==> src/rtl/keccak_sponge_ctrl.sv <==
// keccak_sponge_ctrl
//   Sponge sequencer for a Keccak-f[1600] datapath. It carries no data. It
//   tracks the rate-lane index, gates absorption of input-stream words, inserts
//   the SHA-3 padding lanes, kicks the permutation core, and sequences the
//   squeeze onto the output stream.
//
//   Optional feature: define KECCAK_CTRL_WDOG_EN to build the stall watchdog.
//   Without it, stall_timeout is tied low.
//
// Ports
//   ap_clk, ap_rst_n         clock, asynchronous active-low reset
//   s_tvalid/s_tlast/s_tready  input stream handshake
//   absorb_en                datapath XORs lane lane_idx with data or pad constant
//   pad_first / pad_last     pad constant select (0x06 in byte 0 / 0x80 in byte 7)
//   lane_idx                 current rate lane
//   state_clr                one-cycle pulse: zero the 1600-bit state
//   perm_start / perm_done   permutation core handshake pulses
//   m_tvalid/m_tlast/m_tready  output stream handshake (data = state lane lane_idx)
//   busy                     FSM not idle
//   stall_timeout            sticky watchdog flag
module keccak_sponge_ctrl #(
    parameter int RATE_WORDS  = 17,
    parameter int OUT_WORDS   = 4,
    parameter int WDOG_CYCLES = 1024
) (
    input  logic       ap_clk,
    input  logic       ap_rst_n,
    input  logic       s_tvalid,
    input  logic       s_tlast,
    output logic       s_tready,
    output logic       absorb_en,
    output logic       pad_first,
    output logic       pad_last,
    output logic [4:0] lane_idx,
    output logic       state_clr,
    output logic       perm_start,
    input  logic       perm_done,
    output logic       m_tvalid,
    output logic       m_tlast,
    input  logic       m_tready,
    output logic       busy,
    output logic       stall_timeout
);

    localparam logic [4:0] LAST_LANE = 5'(RATE_WORDS - 1);
    localparam logic [4:0] LAST_OUT  = 5'(OUT_WORDS - 1);

    typedef enum logic [2:0] {
        ST_IDLE,
        ST_ABSORB,
        ST_PERM,
        ST_PAD,
        ST_SQUEEZE
    } state_t;

    state_t     state, nxt_state;
    logic [4:0] nxt_lane;
    logic       pend_pad, nxt_pend;
    logic       final_blk, nxt_final;
    logic       s_hs, m_hs;

    // The cycle carrying state_clr is spent in ABSORB without accepting a
    // word, so the clear never coincides with the first absorb XOR.
    assign s_tready  = (state == ST_ABSORB) && !state_clr;
    assign s_hs      = s_tready && s_tvalid;
    assign absorb_en = s_hs || (state == ST_PAD);
    assign m_hs      = m_tvalid && m_tready;

    always_comb begin
        nxt_state = state;
        nxt_lane  = lane_idx;
        nxt_pend  = pend_pad;
        nxt_final = final_blk;
        case (state)
            ST_IDLE: begin
                nxt_lane = 5'd0;
                if (s_tvalid) nxt_state = ST_ABSORB;
            end
            ST_ABSORB: begin
                if (s_hs) begin
                    if (lane_idx == LAST_LANE) begin
                        // A tlast on the final rate lane leaves no room for
                        // padding: it goes into a fresh block after this perm.
                        nxt_lane  = 5'd0;
                        nxt_state = ST_PERM;
                        nxt_pend  = s_tlast;
                    end else begin
                        nxt_lane = lane_idx + 5'd1;
                        if (s_tlast) nxt_state = ST_PAD;
                    end
                end
            end
            ST_PAD: begin
                if (lane_idx == LAST_LANE) begin
                    nxt_lane  = 5'd0;
                    nxt_state = ST_PERM;
                    nxt_pend  = 1'b0;
                    nxt_final = 1'b1;
                end else begin
                    nxt_lane = lane_idx + 5'd1;
                end
            end
            ST_PERM: begin
                nxt_lane = 5'd0;
                if (perm_done) begin
                    if (pend_pad)       nxt_state = ST_PAD;
                    else if (final_blk) nxt_state = ST_SQUEEZE;
                    else                nxt_state = ST_ABSORB;
                end
            end
            ST_SQUEEZE: begin
                if (m_tready) begin
                    if (lane_idx == LAST_OUT) begin
                        nxt_lane  = 5'd0;
                        nxt_state = ST_IDLE;
                        nxt_final = 1'b0;
                    end else begin
                        nxt_lane = lane_idx + 5'd1;
                    end
                end
            end
            default: nxt_state = ST_IDLE;
        endcase
    end

    // Strobes are registered from the next-state decode so they line up with
    // the cycle in which the FSM occupies the corresponding state.
    always_ff @(posedge ap_clk or negedge ap_rst_n) begin
        if (!ap_rst_n) begin
            state      <= ST_IDLE;
            lane_idx   <= 5'd0;
            pend_pad   <= 1'b0;
            final_blk  <= 1'b0;
            state_clr  <= 1'b0;
            perm_start <= 1'b0;
            pad_first  <= 1'b0;
            pad_last   <= 1'b0;
            m_tvalid   <= 1'b0;
            m_tlast    <= 1'b0;
            busy       <= 1'b0;
        end else begin
            state      <= nxt_state;
            lane_idx   <= nxt_lane;
            pend_pad   <= nxt_pend;
            final_blk  <= nxt_final;
            state_clr  <= (state == ST_IDLE) && s_tvalid;
            perm_start <= (nxt_state == ST_PERM) && (state != ST_PERM);
            pad_first  <= (nxt_state == ST_PAD) && (state != ST_PAD);
            pad_last   <= (nxt_state == ST_PAD) && (nxt_lane == LAST_LANE);
            m_tvalid   <= (nxt_state == ST_SQUEEZE);
            m_tlast    <= (nxt_state == ST_SQUEEZE) && (nxt_lane == LAST_OUT);
            busy       <= (nxt_state != ST_IDLE);
        end
    end

`ifdef KECCAK_CTRL_WDOG_EN
    localparam int WDOG_W = $clog2(WDOG_CYCLES + 1);
    localparam logic [WDOG_W-1:0] WDOG_MAX = WDOG_W'(WDOG_CYCLES);

    logic [WDOG_W-1:0] wdog_cnt;
    logic              progress;

    assign progress = s_hs || m_hs || perm_done;

    always_ff @(posedge ap_clk or negedge ap_rst_n) begin
        if (!ap_rst_n) begin
            wdog_cnt      <= '0;
            stall_timeout <= 1'b0;
        end else begin
            if (!busy || progress)     wdog_cnt <= '0;
            else if (wdog_cnt != WDOG_MAX) wdog_cnt <= wdog_cnt + 1'b1;
            if (wdog_cnt == WDOG_MAX)  stall_timeout <= 1'b1;
        end
    end
`else
    logic unused_wdog;
    assign unused_wdog   = ^WDOG_CYCLES ^ m_hs;
    assign stall_timeout = 1'b0;
`endif

endmodule
==> config.mk <==
export PLATFORM = sky130hd
export DESIGN_NAME = keccak_sponge_ctrl
export DESIGN_NICKNAME = d
export VERILOG_FILES = /design/src/rtl/keccak_sponge_ctrl.sv
export SDC_FILE = /design/constraint.sdc
export NUM_CORES = 1
export LEC_CHECK = 0
export ABC_AREA = 1
export CELL_PAD_IN_SITES_DETAIL_PLACEMENT = 1
export CELL_PAD_IN_SITES_GLOBAL_PLACEMENT = 2
export CORE_UTILIZATION = 30
export DETAILED_ROUTE_END_ITERATION = 16
export PLACE_DENSITY_LB_ADDON = 0.2
export SLEW_MARGIN = 10
export SYNTH_ARGS = -nofsm -noshare
export SYNTH_HDL_FRONTEND = slang
export SYNTH_SLANG_ARGS = --single-unit
==> constraint.sdc <==
create_clock -name ap_clk -period 4.4 [get_ports ap_clk]
set_input_delay 0.88 -clock ap_clk [delete_from_list [all_inputs] [get_ports ap_clk]]
set_output_delay 0.88 -clock ap_clk [all_outputs]
set_load 0.005 [all_outputs]
* After elaboration in Yosys (flattened, before gate mapping)
Index checks and enable logic that the tools add are counted.
Word-level totals: flip-flop bits (word level) 17, bits of input ports 6, output and inout bits 15, logic and storage cells 70
Cells by class: add/subtract/negate cells 1, equal/unequal tests 18, muxes and demuxes 24, reduce and logical (&&, ||, !) cells 16
Operators by type and width (count):
- 2-to-1 mux 3 bit | 10
- 2-to-1 mux 5 bit | 4
- case mux 5 bit (4 select lines) | 1
- case mux 3 bit (5 select lines) | 1
- == test 3 x 2 -> 1 bit, second input constant | 4
- == test 5 x 2 -> 1 bit, second input constant | 2
- == test 5 bit, second input constant | 2
- AND reduction 4 bit | 2
- logical AND 1 bit | 7
- == test 3 bit, second input constant | 2
- 2-to-1 mux 1 bit | 6
- inequality test 2 bit, second input constant | 3
- inequality test 3 x 2 -> 1 bit, second input constant | 2
- adder 5 x 1 -> 5 bit, second input constant | 1
- inequality test 2 x 1 -> 1 bit, second input constant | 2
- case mux 1 bit (2 select lines) | 2
- nonzero test 2 bit | 2
- == test 3 x 1 -> 1 bit, second input constant | 1
- logical NOT 3 bit | 1
- nonzero test 3 bit | 1
- OR reduction 2 bit | 1
- logical NOT 1 bit | 1
- logical OR 1 bit | 1

* Longest topological paths before layout
depth after elaboration 7, mapped depth 12, gate-level depth less buffers 12

* Worst setup path after synthesis
No wires, ideal clock.
kind input -> output, from in s_tvalid, to out absorb_en, arrival 1.134 ns, required time 3.520 ns, setup slack 2.386 ns, stages 2, path buffers 0, cell sequence nand4_2 -> nand2_1
Between the ends: longest elaborated chain between the ends 2
Ends and longest elaborated chain:
- start: declaration | RTL line 28 | input logic s_tvalid,
- logical AND 1 bit | RTL line 65 | assign s_hs = s_tready && s_tvalid;
- logical OR 1 bit | RTL line 66 | assign absorb_en = s_hs || (state == ST_PAD);
- end: declaration | RTL line 31 | output logic absorb_en,
Every way passes these cells.

* Final worst setup path
Ends and elaborated chain as after synthesis.

==> flow_summary.ini <==
[timing]
fin_setup_tns_ps = 0
hold_viol_final = 0
skew_ps = 2.59
timing.fmax_mhz = 313
fin_crit_sh_pct = 72.6
rsz0062_at_grt = false
setup_viol = 0
period_minus_slack_ps = 3190
slew_headroom_pct = 47.7
slew_violations = 0
worst_pin_slew_ps = 783

[floorplan]
core-area_mm2 = 0.00344
die_y_um = 63.0
die_w_um = 63.0
num_rows = 21
io_pins = 21
dieArea_mm2 = 0.00397
initial_core_util_pct = 32.4

[worst_setup_path]
r2r-end = pad_last$_DFF_PN0_
ff2ff_setup_slack_ps = 2420
crit_type = in -> out
path_max_fanout = 6
end_kind = output port
cp_data_arrival_time_ps = 2310
critical_path_required_ps = 3520
crit_end = absorb_en
crit_path_start_kind = input pin
worstRegToRegCells = 11
timing.rr.start = lane_idx[0]$_DFF_PN0_
cp-startpoint = s_tvalid

[drt]
first_pass_iters = 4
wire_per_inst_um = 13.8
viasPerCell = 4.74
drc_errors = 0
drtIter0Drc = 34
ant_nets = 0
routed_wl_mm = 3.19
num_vias = 1095

[synthesis]
synth_cells = 165
yosysSeqAreaShare_pct = 38.1
yosys-top-cells-count = 37 x nand2_1, 29 x nor2_1, 27 x inv_1, 20 x nand3_1, 17 x dfrtp_1
synth.cell_area_mm2 = 0.00112
synth_area_leader_cell = dfrtp_1
synth_area_leaders = dfrtp_1 38%, nand2_1 12%, nor2_1 9.8%
synth_top_area_share_pct = 38.1
synth_nets = 173
synth-edff-count = 0
synthDistinctLibCells = 25
synth.avg_cell_area_um2 = 6.76
synth_top_flop_cell = dfrtp_1
async_flop_share_pct = 100
ys_ff_latch = 17
yosysMostFrequentCell = nand2_1
yosysWarningCount = 0

[layout]
drive_above_1_share_pct = 7.57
seqCellArea_um2 = 425
fillers = 447
layout.nets = 194
multi_input_area_um2 = 559
diodes = 0
syn_to_final_growth_pct = 23.9

[pwr]
p_clk_share_pct = 14.7
switchingPower_uw = 359
power_density_mw_per_mm2 = 568
power.total_uw = 786
switching_share_pct = 45.7
pwr-share-seq_pct = 31.6
p_comb_share_pct = 53.7
vdd_drop_max_v = 0.000200
p_leak_uw = 0.000749
p_int_uw = 427

[global_routing]
grt_pass1_vias = 1161
grt-ovfl-total = 0
grt_pass1_wl_mm = 5.52
antenna_found_initial = 0
gr-usage-all-layers_pct = 18.1
grt_max_degree = 18

[clock_network]
cts_hold_buf = 0
clockBufferDepth = 2
cts_sinks = 17
cts_setup_buffers = 0
cts.repair.resized = 0
cts_tree = built
cts.root.buffer_cell = clkbuf_8
cts_made_buffers = 3
htreeDepth = 1
clkLatencyLatePin_ps = 250
clkTransAtPathRegs_ps = 70

[worst_hold_path]
hold_path_class = reg -> reg
hp-start = final_blk$_DFFE_PN0P_

[placed_design]
numPortBuffers = 19
place_congestion = 0.816
hpwlAfterDp_mm = 2.61

[status]
status = complete, no violations

[run]
cap_violations = 0
-- how the worst min path moves through the flow --
| stage | end | slack, ps | cells past startpoint |
|---|---|---|---|
| 3_5_place_dp | final_blk$_DFFE_PN0P_ | 490 | 2 |
| 3_3_place_gp | final_blk$_DFFE_PN0P_ | 480 | 2 |
| 5_1_grt | final_blk$_DFFE_PN0P_ | 530 | 2 |
| 4_1_cts | final_blk$_DFFE_PN0P_ | 510 | 2 |
| 6_report | final_blk$_DFFE_PN0P_ | 500 | 2 |
| 2_1_floorplan | final_blk$_DFFE_PN0P_ | 450 | 2 |
-- metal layers --
metal	up-vias	share of wire, %	global-route usage (%)
li1	550	-	-
met1	528	49	24.5
met2	15	48	30.1
met3	2	2.3	1.82
met4	0	0.63	5.23
met5	-	0	0
-- registers in the layout, summed over array words and instances, names as in the netlist --
name / cells
state: 3
pend_pad: 1
busy: 1
pad_first: 1
perm_start: 1
lane_idx: 5
final_blk: 1
pad_last: 1
m_tvalid: 1
state_clr: 1
m_tlast: 1
-- power by group through the flow --
stage | Clock [uW] | Combinational (uW) | Sequential [uW]
6_report | 116 | 422 | 248
5_1_grt | 131 | 484 | 257
4_1_cts | 120 | 432 | 248
3_5_place_dp | 0 | 429 | 251
3_3_place_gp | 0 | 417 | 249
2_1_floorplan | 0 | 282 | 233
-- cell families after synthesis --
family,synth area share [%]
AND/OR/NAND/NOR,40.4
buffers and inverters,11.8
flip-flops,38.1
AO/OA/AOI/OAI,6.39
adder cells (fa/ha/maj),2.24
XOR/XNOR,0.785
other,0.336
-- cells in the final DEF, fill, tap and decap left out, drive strengths merged --
| cell | n |
|---|---|
| ha | 2 |
| inv | 28 |
| conb | 1 |
| nand3b | 2 |
| xor2 | 1 |
| dfrtp | 17 |
| nand2 | 38 |
| clkdlybuf4s50 | 19 |
| o211ai | 1 |
| nor2 | 33 |
| nand4 | 3 |
| nand3 | 21 |
| o21ai | 6 |
| or2 | 1 |
| nor3 | 2 |
| a21oi | 6 |
| clkbuf | 4 |
-- area by class of cell --
cell class,count,area share (%)
Tap cell,46,4.16
Sequential cell,17,30.8
Inverter,28,7.60
Multi-Input combinational cell,117,40.5
Timing Repair Buffer,19,13.8
Clock buffer,4,3.26
-- critical path: stages --
cell	delay, ps
clkdlybuf4s50_1	570
nand4_2	210
nand2_1	140
clkdlybuf4s50_1	510
-- per-stage QoR --
stage	instances	hold WS (ps)	setup slack, ps	instance area (um2)	util [%]
after floorplan	165	453	2390	1120	-
after global placement	227	478	1210	1340	38.9
after detailed placement	227	489	1210	1340	38.9
after CTS	231	506	1200	1380	40.2
after global routing	231	534	1130	1380	40.2
final	231	499	1210	1380	40.2
No activity file was read; power rests on OpenSTA's default activity.
